`src/rtl/skylark_pkg.sv`:
```
// Shared types and constants for the UART instruction-memory boot loader.
package skylark_pkg;

    localparam int unsigned DEFAULT_CLKS_PER_BIT = 868;
    localparam logic [7:0]  LOADER_HDR           = 8'hA5;

    typedef enum logic [1:0] {
        LD_IDLE,
        LD_COUNT,
        LD_DATA,
        LD_CHECK
    } loader_state_t;

    typedef enum logic [1:0] {
        RX_IDLE,
        RX_START,
        RX_DATA,
        RX_STOP
    } rx_state_t;

endpackage

```
`src/rtl/uart_rx_byte.sv`:
```
// 8N1 UART byte receiver: 2-flop synchronizer, mid-bit sampling, one-cycle byte_valid or stop_err.
module uart_rx_byte
    import skylark_pkg::*;
#(
    parameter int unsigned CLKS_PER_BIT = DEFAULT_CLKS_PER_BIT
) (
    input  logic       clk,
    input  logic       reset,
    input  logic       rx,
    output logic       byte_valid,
    output logic [7:0] byte_data,
    output logic       stop_err
);

    localparam int unsigned CW = $clog2(CLKS_PER_BIT);
    localparam logic [CW-1:0] FULL_LAST = CW'(CLKS_PER_BIT - 1);
    localparam logic [CW-1:0] HALF_LAST = CW'(CLKS_PER_BIT / 2 - 1);

    logic            rx_meta;
    logic            rx_sync;
    rx_state_t       state;
    logic [CW-1:0]   cnt;
    logic [2:0]      bit_idx;
    logic [7:0]      shreg;

    // Synchronizer flops idle high so reset never looks like a start bit
    always_ff @(posedge clk) begin
        if (reset) begin
            rx_meta <= 1'b1;
            rx_sync <= 1'b1;
        end else begin
            rx_meta <= rx;
            rx_sync <= rx_meta;
        end
    end

    always_ff @(posedge clk) begin
        if (reset) begin
            state      <= RX_IDLE;
            cnt        <= '0;
            bit_idx    <= '0;
            shreg      <= '0;
            byte_valid <= 1'b0;
            byte_data  <= '0;
            stop_err   <= 1'b0;
        end else begin
            byte_valid <= 1'b0;
            stop_err   <= 1'b0;
            unique case (state)
                RX_IDLE: begin
                    if (!rx_sync) begin
                        state <= RX_START;
                        cnt   <= '0;
                    end
                end
                RX_START: begin
                    if (cnt == HALF_LAST) begin
                        cnt     <= '0;
                        bit_idx <= '0;
                        // Line back high at half-bit: a glitch, not a start bit
                        state   <= rx_sync ? RX_IDLE : RX_DATA;
                    end else begin
                        cnt <= cnt + CW'(1);
                    end
                end
                RX_DATA: begin
                    if (cnt == FULL_LAST) begin
                        cnt   <= '0;
                        shreg <= {rx_sync, shreg[7:1]};
                        if (bit_idx == 3'd7) begin
                            state <= RX_STOP;
                        end else begin
                            bit_idx <= bit_idx + 3'd1;
                        end
                    end else begin
                        cnt <= cnt + CW'(1);
                    end
                end
                RX_STOP: begin
                    if (cnt == FULL_LAST) begin
                        cnt   <= '0;
                        state <= RX_IDLE;
                        if (rx_sync) begin
                            byte_valid <= 1'b1;
                            byte_data  <= shreg;
                        end else begin
                            stop_err <= 1'b1;
                        end
                    end else begin
                        cnt <= cnt + CW'(1);
                    end
                end
                default: state <= RX_IDLE;
            endcase
        end
    end

endmodule

```
`src/rtl/uart_imem_loader.sv`:
```
// UART boot loader writing a program image into instruction memory while holding the core in reset.
// Optional trailing XOR checksum byte enabled by defining LOADER_CHECKSUM_EN.
module uart_imem_loader
    import skylark_pkg::*;
#(
    parameter int unsigned CLKS_PER_BIT = DEFAULT_CLKS_PER_BIT,
    parameter int unsigned IMEM_DEPTH   = 32,
    parameter int unsigned AW           = $clog2(IMEM_DEPTH)
) (
    input  logic          clk,
    input  logic          reset,
    input  logic          rx,
    output logic          imem_we,
    output logic [AW-1:0] imem_waddr,
    output logic [31:0]   imem_wdata,
    output logic          core_hold,
    output logic          busy,
    output logic          done,
    output logic          frame_err,
    output logic          count_err,
    output logic          chk_err
);

    localparam int unsigned CW = AW + 1;

    logic          rx_valid;
    logic [7:0]    rx_data;
    logic          rx_stop_err;

    loader_state_t state;
    logic [CW-1:0] word_cnt;
    logic [CW-1:0] word_idx;
    logic [1:0]    byte_idx;
    logic [23:0]   word_asm;
    logic [7:0]    csum;

    uart_rx_byte #(
        .CLKS_PER_BIT(CLKS_PER_BIT)
    ) u_rx (
        .clk       (clk),
        .reset     (reset),
        .rx        (rx),
        .byte_valid(rx_valid),
        .byte_data (rx_data),
        .stop_err  (rx_stop_err)
    );

    assign busy = (state != LD_IDLE);

    always_ff @(posedge clk) begin
        if (reset) begin
            state      <= LD_IDLE;
            word_cnt   <= '0;
            word_idx   <= '0;
            byte_idx   <= '0;
            word_asm   <= '0;
            csum       <= '0;
            imem_we    <= 1'b0;
            imem_waddr <= '0;
            imem_wdata <= '0;
            core_hold  <= 1'b0;
            done       <= 1'b0;
            frame_err  <= 1'b0;
            count_err  <= 1'b0;
            chk_err    <= 1'b0;
        end else begin
            imem_we <= 1'b0;
            // A bad stop bit aborts any load; core_hold is left as-is
            if (rx_stop_err) begin
                frame_err <= 1'b1;
                state     <= LD_IDLE;
            end else if (rx_valid) begin
                unique case (state)
                    LD_IDLE: begin
                        if (rx_data == LOADER_HDR) begin
                            frame_err <= 1'b0;
                            count_err <= 1'b0;
                            chk_err   <= 1'b0;
                            done      <= 1'b0;
                            state     <= LD_COUNT;
                        end
                    end
                    LD_COUNT: begin
                        if (rx_data != 8'd0 && 32'(rx_data) <= IMEM_DEPTH) begin
                            core_hold <= 1'b1;
                            word_cnt  <= CW'(rx_data);
                            word_idx  <= '0;
                            byte_idx  <= '0;
                            csum      <= '0;
                            state     <= LD_DATA;
                        end else begin
                            count_err <= 1'b1;
                            state     <= LD_IDLE;
                        end
                    end
                    LD_DATA: begin
                        csum     <= csum ^ rx_data;
                        byte_idx <= byte_idx + 2'd1;
                        word_asm <= {rx_data, word_asm[23:8]};
                        if (byte_idx == 2'd3) begin
                            imem_we    <= 1'b1;
                            imem_waddr <= word_idx[AW-1:0];
                            imem_wdata <= {rx_data, word_asm};
                            word_idx   <= word_idx + CW'(1);
                            if (word_idx + CW'(1) == word_cnt) begin
`ifdef LOADER_CHECKSUM_EN
                                state <= LD_CHECK;
`else
                                done      <= 1'b1;
                                core_hold <= 1'b0;
                                state     <= LD_IDLE;
`endif
                            end
                        end
                    end
                    LD_CHECK: begin
`ifdef LOADER_CHECKSUM_EN
                        if (rx_data == csum) begin
                            done      <= 1'b1;
                            core_hold <= 1'b0;
                        end else begin
                            chk_err <= 1'b1;
                        end
`endif
                        state <= LD_IDLE;
                    end
                    default: state <= LD_IDLE;
                endcase
            end
        end
    end

endmodule

```
`config.mk`:
```
export PLATFORM = sky130hd
export DESIGN_NAME = uart_imem_loader
export DESIGN_NICKNAME = d
export VERILOG_FILES = /design/src/rtl/skylark_pkg.sv /design/src/rtl/uart_rx_byte.sv /design/src/rtl/uart_imem_loader.sv
export SDC_FILE = /design/constraint.sdc
export NUM_CORES = 1
export LEC_CHECK = 0
export ABC_CLOCK_PERIOD_IN_PS = 4400
export CAP_MARGIN = 10
export CORE_MARGIN = 5
export CORE_UTILIZATION = 55
export DETAILED_ROUTE_END_ITERATION = 7
export HOLD_SLACK_MARGIN = 0.1
export PLACE_DENSITY_LB_ADDON = 0.1
export RECOVER_POWER = 100
export SLEW_MARGIN = 20
export SYNTH_ARGS = -nofsm -noshare
export SYNTH_HDL_FRONTEND = slang
export SYNTH_SLANG_ARGS = --single-unit
```
`constraint.sdc`:
```
create_clock -name clk -period 4.4 [get_ports clk]
set_input_delay 0.88 -clock clk [delete_from_list [all_inputs] [get_ports clk]]
set_output_delay 0.88 -clock clk [all_outputs]
set_load 0.1 [all_outputs]
```
# Word-level counts from Yosys, hierarchy flattened
# Cells that the tools add are included.
[word_totals] word_cells=125 register_bits=117 in_bits=3 output_inout_bits=44
[op_classes] eq_ne=23 addsub=4 order_cmp=1 bitwise_logic=5 muxes=41 reduce_logical=30
[op_table] cell="10-bit two-way mux" n=3
[op_table] cell="10-bit one-hot mux with 3 select lines" n=1
[op_table] cell="2-bit two-way mux" n=11
[op_table] cell="4-bit AND reduction" n=5
[op_table] cell="2-bit one-hot mux with 4 select lines" n=2
[op_table] cell="2-bit nonzero test" n=8
[op_table] cell="5-bit AND reduction" n=3
[op_table] cell="2-bit inequality test (second input constant)" n=7
[op_table] cell="1-bit two-way mux" n=13
[op_table] cell="6-bit two-way mux" n=2
[op_table] cell="6-bit one-hot mux with 2 select lines" n=1
[op_table] cell="6-bit AND reduction" n=2
[op_table] cell="10-bit by 1-bit adder with 10-bit output (second input constant)" n=1
[op_table] cell="10-bit == test (second input constant)" n=1
[op_table] cell="10-bit by 9-bit == test with 1-bit output (second input constant)" n=1
[op_table] cell="2-bit == test (second input constant)" n=5
[op_table] cell="3-bit two-way mux" n=3
[op_table] cell="3-bit AND reduction" n=3
[op_table] cell="8-bit == test (second input constant)" n=1
[op_table] cell="8-bit by 6-bit less-or-equal comparator with 1-bit output (second input constant)" n=1
[op_table] cell="2-bit by 1-bit inequality test with 1-bit output (second input constant)" n=4
[op_table] cell="8-bit nonzero test" n=1
[op_table] cell="6-bit by 1-bit adder with 6-bit output (second input constant)" n=1
[op_table] cell="6-bit == test" n=1
[op_table] cell="14 further kinds" n=23

# Logic depth before layout (Yosys ltp)
# Gate-level depths: netlist of the first run.
[logic_depth] word_depth=5 mapped_depth=8

# By module
# Synthesis of the first run repeated with hierarchy kept, for this count alone.
[hier_totals] hier_cells=598 area_unflattened_um2=4931.0
[by_module_without_submodules] mod="uart_imem_loader" area_each_um2=3189.3 seq_area_each_um2=1641.6 cells_per_inst=396 instances=1
[by_module_without_submodules] mod="uart_rx_byte" area_each_um2=1741.7 seq_area_each_um2=700.7 cells_per_inst=202 instances=1

# Least setup slack after synthesis of the first run
# No wires, ideal clock.
[synth_timing] path_type="reg-to-reg" from="register u_rx.bit_idx[0]" to="register u_rx.bit_idx[0]" required_time_ps=4272 setup_ps=128 path_slack_ps=2410 arrival_time_ps=1862 path_stages_with_launch=7 path_cell_list="dfxtp_1 -> ha_1 -> ha_1 -> or4b_2 -> a21oi_1 -> mux2i_1 -> nor2_1"
[synth_between] elab_chain_len=4 elab_cells_between_ends=7 cone_classes="add/sub: 1; eq/ne: 2; mux: 3; reduce/logical: 1"
[synth_rtl] item="start, declared" line="uart_rx_byte.sv:23" text="logic [2:0] bit_idx;"
[synth_rtl] item="start signal, assigned" line="uart_rx_byte.sv:73" text="bit_idx <= bit_idx + 3'd1;"
[synth_rtl] item="3-bit by 1-bit adder with 3-bit output" line="uart_rx_byte.sv:73"
[synth_rtl] item="3-bit two-way mux" line="uart_rx_byte.sv:70" text="if (bit_idx == 3'd7) begin"
[synth_rtl] item="3-bit two-way mux" line="uart_rx_byte.sv:67" text="if (cnt == FULL_LAST) begin"
[synth_rtl] item="3-bit one-hot mux with 2 select lines" line="uart_rx_byte.sv:49" text="unique case (state)"
# Parallel ways exist; a longest one is shown, timed or not. The select of a mux whose other input is x is not followed.
# A chain may end at the register's enable or synchronous reset.

# Final worst setup path of the first run
[layout_timing] from="register state[0]" to="output port busy"
[layout_between] elab_chain_len=1
[layout_rtl] item="start, declared" line="uart_imem_loader.sv:30" text="loader_state_t state;"
[layout_rtl] item="start signal, assigned" line="uart_imem_loader.sv:52" text="state <= LD_IDLE;"
[layout_rtl] item="start signal, assigned" line="uart_imem_loader.sv:71" text="state <= LD_IDLE;"
[layout_rtl] item="start signal, assigned" line="uart_imem_loader.sv:80" text="state <= LD_COUNT;"
[layout_rtl] item="2-bit nonzero test" line="uart_imem_loader.sv:48" text="assign busy = (state != LD_IDLE);"
[layout_rtl] item="end, declared" line="uart_imem_loader.sv:17" text="output logic busy,"
# No other way between the ends.

==> results of run 1 <==
## area by class of cell
cell class,count,area [um^2],share of cell area [%]
Sequential cell,117,2340,40.2
Multi-Input combinational cell,415,2260,38.8
Inverter,5,18.8,0.322
Clock buffer,18,418,7.18
Timing Repair Buffer,49,470,8.08
Clock inverter,14,180,3.09
Tap cell,108,135,2.32
## synthesized netlist by cell type (all sizes together), types with 2 or more instances
| master | count | area share [%] |
|---|---|---|
| nand2 | 156 | 12 |
| dfxtp | 117 | 49 |
| a21oi | 84 | 8.8 |
| clkbuf | 32 | 2.5 |
| nor2 | 25 | 2.0 |
| nand3 | 22 | 2.3 |
| mux2i | 11 | 2.3 |
| o21ai | 8 | 0.84 |
| nor3 | 7 | 0.95 |
| a31oi | 6 | 0.79 |
| ha | 6 | 1.6 |
| nand2b | 6 | 0.79 |
| or3 | 6 | 0.89 |
| a311oi | 5 | 0.92 |
| buf | 5 | 0.58 |
| inv | 5 | 0.39 |
| nand3b | 5 | 0.79 |
| nor2b | 5 | 0.66 |
| or2 | 5 | 0.66 |
| and3 | 4 | 0.52 |
| nor4b | 4 | 0.74 |
| xnor2 | 4 | 0.74 |
| xor2 | 4 | 0.74 |
| a2111oi | 3 | 0.95 |
| a211oi | 3 | 0.47 |
| and2 | 3 | 0.39 |
| nand4bb | 3 | 0.81 |
| nor4 | 3 | 0.71 |
| or3b | 3 | 0.55 |
| a311o | 2 | 0.42 |
| and4 | 2 | 0.37 |
| o21a | 2 | 0.31 |
| o311a | 2 | 0.42 |
## stage by stage
stage                     power [uW]  utilization (%)
after CTS                       2520             67.8
after global placement          1160             60.9
after floorplan                 1150                -
after detailed placement        1160             60.9
final                           2500             67.7
after global routing            2580             67.7
## cell families (layout without fill, tap and decap cells)
family,Yosys count,after routing,share of synthesized area (%)
compound gates,126,126,15.9
simple gates,263,263,26.1
xor+xnor,8,8,1.47
fa+ha+maj,6,6,1.58
mux,11,11,2.31
other cells,1,1,0.0787
flops,117,117,49.1
buf+inv,42,86,3.49
## flip-flops by register name, indices dropped and copies added (netlist names), named ones only
signal	flops
count_err	1
u_rx.stop_err	1
word_asm	24
u_rx.cnt	10
imem_we	1
imem_wdata	32
byte_idx	2
u_rx.rx_meta	1
done	1
u_rx.rx_sync	1
u_rx.state	1
word_idx	6
u_rx.bit_idx	3
state	2
u_rx.byte_valid	1
word_cnt	6
frame_err	1
u_rx.byte_data	8
core_hold	1
imem_waddr	5
u_rx.shreg	8
## worst max-delay path: stages, from the launching register on
cell and delay [ps]:
dfxtp_1 420, or2_2 160, dlygate4sd3_1 1190
## per-layer routing
metal	up-vias	share of wire (%)	track usage (%)
met5	-	0	0
met4	0	1.7	8.37
met3	21	4.0	4.74
met2	91	52	36.3
met1	1900	42	25.4
li1	2046	-	-
## worst paths after layout
check	cells after the start	end	slack, ps	startpoint
hold / removal	1	u_rx.rx_sync	410	u_rx.rx_meta
setup / recovery	2	busy	1240	state[0]
setup reg to reg	6	u_rx.byte_data[6]	1710	u_rx.cnt[2]
hold reg to reg	1	u_rx.rx_sync	410	u_rx.rx_meta
## report_power, final
part	switching (uW)	internal [uW]	leakage [uW]
registers	5.67	1060	0.000943
clock network	495	868	0.000291
logic	52.5	15.9	0.000834
total	554	1950	0.00207
==> metrics.md, run 1 <==
| Metric | Value |
|---|---|
| Postcts setup bufs | `0` |
| CTS Hold Buffers Added | `0` |
| Worst setup EP type | `output port` |
| Syn nets | `583` |
| Commonest cells after routing, fill and taps aside | `nand2_1 (156), dfxtp_1 (117), a21oi_1 (84)` |
| Max Clock Freq | `~320 MHz` |
| Startpoint Class | `register` |
| GRT overflow | `0` |
| Total routed wirelength | `10,600 um` |
| Chip width | `103 um` |
| Ys async rst share | `0%` |
| Failing checks | `max-capacitance violations, max-slew violations` |
| Post-route cell area | `5820 um^2` |
| Distinct cells, synth | `56` |
| CP Class | `register to output port` |
| Initial DRC count | `179` |
| First-pass GRT wire length | `17,800 um` |
| Syn Inst Count | `574` |
| Core Region | `8590 um^2` |
| Share of cells above drive strength 1 | `just under 8%` |
| Vias in the first global route | `3,847` |
| Skew final | `6.78 ps` |
| Most common library cell in the layout ignoring fill and taps | `nand2_1` |
| H-Tree Depth | `4` |
| Initial Utilization | `55.5%` |
| Post-synthesis cell area | `4770 um^2` |
| DR WL/cell | `14.6 um` |
| Inst Count DP | `694` |
| Vias | `4,058` |
| Num CTS Buffers | `17` |
| Initial antenna violation count | `0` |
| Power per cell area | `about 430 nW/um^2` |
| Resized Gates After CTS | `0` |
| Via density | `5.59` |
| Clock transition at path regs | `60 ps` |
| Max FO, Critical Path | `6` |
| Initial DRT Pass Iterations | `4` |
| TNS Setup | `0 ps` |
| Final Non-Filler Cells | `726` |
| DPL Wire Length | `6900 um` |
| Final setup margin | `1240 ps` |
| Clock buffer depth | `2` |
| Fin Hold WS | `409 ps` |
| Top FF cell, synth | `dfxtp_1` |
| Final setup vio count | `0` |
| Root Buffer | `clkbuf_8` |
| CTS tree | `built` |
| Largest net degree at the start of global routing | `67` |
| DR DRC count | `0` |
| Dpl cell area | `5230 um^2` |
| IO Pins | `47` |
| Sequential-to-total area share from yosys stat | `49.1%` |
| Critical Path AT | `roughly 2300 ps` |
| Diode count | `0` |
| RSZ-0062 raised after global routing | `no` |
| Pins over their slew limit | `between 50 and 60` |
| Number of fill cells in the layout | `just over 700` |
| Final min period | `3160 ps` |
| Leakage | `slightly above 0.002 uW` |
| Final Hold Viols | `0` |
| Area grow syn2layout | `22.2%` |
| Max Cap Viol | `1` |
| Rel. slew slack | `-36.4%` |
| Number of port buffers | `45` |
| Final ANT Viol Nets | `0` |
| Hold/Removal Path Class | `register to register` |
| Required time of the critical path | `3520 ps` |
| Slew of the pin with the lowest slew margin | `around 2000 ps` |
| Post-synth EDFFs | `0` |
| Final net count | `614` |
| DP Worst Slack | `roughly 1800 ps` |
| Gp weighted congestion | `between 0.8 and 0.9` |
| Rows | `34` |
| DIE AREA | `around 11,000 um^2` |
| Clock Sinks | `approximately 120` |
| Status | `finished with violations` |
| All-layer global routing usage | `21.0%` |
| Register bit total from synthesis | `roughly 120` |
| Vert. Die Dim | `103 um` |
| Syn avg cell area | `about 8.3 um^2` |
| Total number of yosys warnings | `0` |
| Clock latency on the worst-skew pair | `510 ps` |
| Final period util | `71.8%` |
| Peak VDD IR | `237 uV` |
(Power assumes the default switching activity.)
==> run 2, diff against run 1 <==
--- a/config.mk
+++ b/config.mk
@@ -5,10 +5,10 @@
 export SDC_FILE = /design/constraint.sdc
 export NUM_CORES = 1
 export LEC_CHECK = 0
-export ABC_CLOCK_PERIOD_IN_PS = 4400
+export ABC_CLOCK_PERIOD_IN_PS = 2900
 export CAP_MARGIN = 10
 export CORE_MARGIN = 5
-export CORE_UTILIZATION = 55
+export CORE_UTILIZATION = 51
 export DETAILED_ROUTE_END_ITERATION = 7
 export HOLD_SLACK_MARGIN = 0.1
 export PLACE_DENSITY_LB_ADDON = 0.1
==> constraint.sdc (replaced) <==
create_clock -name clk -period 2.9 [get_ports clk]
set_input_delay 0.58 -clock clk [delete_from_list [all_inputs] [get_ports clk]]
set_output_delay 0.58 -clock clk [all_outputs]
set_load 0.1 [all_outputs]
==> metrics.md, run 2 (synthesis results as in run 1) <==
| Metric | Value |
|---|---|
| DR DRC count | `0 (unchanged)` |
| Area grow syn2layout | `17.4%` |
| DP Worst Slack | `686 ps (-1150 ps)` |
| Reg2reg path depth | `6 (unchanged)` |
| Initial antenna violation count | `0 (unchanged)` |
| Initial Utilization | `51.8% (-3.6 points)` |
| Max reg flops | `32 (unchanged)` |
| Resized Gates After CTS | `0 (unchanged)` |
| Hold/Removal Path Class | `register to register` |
| Total routed wirelength | `10,300 um (-2.8%)` |
| Final ANT Viol Nets | `0 (unchanged)` |
| Root Buffer | `clkbuf_8` |
| Postcts setup bufs | `0 (unchanged)` |
| Required time of the critical path | `3280 ps (-240 ps)` |
| DIE AREA | `11,400 um^2 (+7.1%)` |
| Skew final | `7.68 ps (+0.901 ps)` |
| Reg-to-reg endpoint | `u_rx.bit_idx[0]` |
| Vias in the first global route | `3,706 (-3.7%)` |
| Final setup margin | `523 ps (-718 ps)` |
| CP Class | `register to register` |
| Leakage | `0.00184 uW (-11%)` |
| Slew of the pin with the lowest slew margin | `1180 ps (-862 ps)` |
| Critical Path AT | `2760 ps (+480 ps)` |
| Slowest cell on the critical path | `or4b_2` |
| All-layer global routing usage | `18.5% (-2.5 points)` |
| Initial DRT Pass Iterations | `5 (+1)` |
| Commonest cells after routing, fill and taps aside | `nand2_1 (156), dfxtp_1 (117), a21oi_1 (84)` |
| Clock transition at path regs | `60 ps (about the same)` |
| Dpl cell area | `5180 um^2 (-0.93%)` |
| Share of cells above drive strength 1 | `7.88% (+0.11 points)` |
| Final period util | `82.0%` |
| H-Tree Depth | `4 (unchanged)` |
| Most common library cell in the layout ignoring fill and taps | `nand2_1` |
| Worst setup EP type | `register` |
| Final setup vio count | `0 (unchanged)` |
| DPL Wire Length | `6850 um (-0.84%)` |
| Initial DRC count | `150 (-16%)` |
| Pins over their slew limit | `0 (-100%)` |
| Via density | `5.46 (-2.4%)` |
| Clock latency on the worst-skew pair | `510 ps (about the same)` |
| Final net count | `618 (+0.65%)` |
| Delay-heaviest family, CP | `simple AND/OR/NAND/NOR gates` |
| CP endpoint | `u_rx.bit_idx[0]` |
| TNS Setup | `0 ps (unchanged)` |
| Number of fill cells in the layout | `880 (+24%)` |
| Multi-input logic area | `2240 um^2 (-0.89%)` |
| Fin Hold WS | `410 ps (+0.905 ps)` |
| Worst hold start | `u_rx.rx_meta` |
| Diode count | `0 (unchanged)` |
| Post-route cell area | `5590 um^2 (-3.9%)` |
| Buf/Inv on CP | `1 (unchanged)` |
| Largest net degree at the start of global routing | `75 (+12%)` |
| Vert. Die Dim | `107 um (+3.5%)` |
| Max stage delay on crit path | `620 ps (-570 ps)` |
| Startpoint Class | `register` |
| FF/Latch Area | `2340 um^2 (unchanged)` |
| Final Non-Filler Cells | `733 (+0.96%)` |
| Rel. slew slack | `21.4% (+58 points)` |
| Number of port buffers | `45 (unchanged)` |
| Rows | `35 (+2.9%)` |
| Gp weighted congestion | `0.824 (-6.2%)` |
| Vias | `4,000 (-1.4%)` |
| RSZ-0062 raised after global routing | `no` |
| DR WL/cell | `14.0 um (-3.8%)` |
| Max Clock Freq | `between 400 and 500 MHz` |
| Clock Sinks | `117 (unchanged)` |
| GRT overflow | `0 (unchanged)` |
| Max FO, Critical Path | `12 (+6)` |
| CTS Hold Buffers Added | `0 (unchanged)` |
| Core Region | `9200 um^2 (+7.0%)` |
| Register-to-Register Setup Slack | `520 ps (-1190 ps)` |
| Levels on crit path | `6 (+4)` |
| CTS tree | `built` |
| Final min period | `approximately 2400 ps` |
| Cell breakdown of the critical path | `nor2b_1, clkbuf_1, or4b_2, a21oi_1, mux2i_1, nor2_1` |
| Largest regs | `imem_wdata: 32 flops, word_asm: 24 flops, u_rx.cnt: 10 flops` |
| Power per cell area | `678 nW/um^2 (+58%)` |
| IO Pins | `47 (unchanged)` |
| First-pass GRT wire length | `17,000 um (-4.2%)` |
| Inst Count DP | `701 (+1.0%)` |
| Status | `complete, no violations` |
| Register with the most flip-flops | `imem_wdata` |
| Clock buffer depth | `2 (unchanged)` |
| Chip width | `107 um (+3.5%)` |
| Peak VDD IR | `444 uV (+88%)` |
| Num CTS Buffers | `17 (unchanged)` |
| Final Hold Viols | `0 (unchanged)` |
| Max Cap Viol | `0 (-1)` |
[run 2: worst register-to-register path, delay by kind of cell (launching register included)]
| family | cells | cell delay, ps |
|---|---|---|
| and+or+nand+nor | 3 | 840 |
| muxes | 1 | 230 |
| AOI/OAI and AO/OA | 1 | 330 |
| DFF | 1 | 480 |
| buffers and inverters | 1 | 360 |
[run 2: layout make-up]
cell class,count,share of cell area (%)
Sequential cell,117,41.9
Timing Repair Buffer,53,4.63
Clock buffer,20,7.96
Tap cell,111,2.48
Multi-Input combinational cell,415,40.0
Clock inverter,12,2.73
Inverter,5,0.335
[run 2: worst min path at each step]
stage	cells past startpoint	slack, ps	end
CTS	1	410	u_rx.rx_sync
global placement	1	390	u_rx.rx_sync
detailed placement	1	400	u_rx.rx_sync
finish	1	410	u_rx.rx_sync
global route	1	420	u_rx.rx_sync
floorplan	1	390	u_rx.rx_sync
[run 2: power breakdown]
group | leakage, uW | total, uW | switching, uW | internal, uW
registers | 0.000943 | 1620 | 8.71 | 1620
logic | 0.000617 | 104 | 79.9 | 24.1
clock network | 0.000283 | 2060 | 711 | 1350
total | 0.00184 | 3790 | 800 | 2990
[run 2: routing by layer]
metal / global-route usage (%) / vias to the layer above / share of wire (%) / routed length [um]
met5: 0 / - / 0 / 0
met3: 4.94 / 19 / 4.3 / 439
li1: - / 2045 / - / -
met1: 22.2 / 1852 / 45 / 4620
met4: 7.49 / 0 / 1.9 / 191
met2: 31.5 / 84 / 49 / 5030
[run 2: metrics by stage]
| stage | total power [uW] | util, % |
|---|---|---|
| 2_1_floorplan | 1740 | - |
| 3_3_place_gp | 1770 | 56.4 |
| 3_5_place_dp | 1770 | 56.4 |
| 4_1_cts | 3840 | 62.9 |
| 5_1_grt | 3920 | 60.8 |
| 6_report | 3790 | 60.8 |
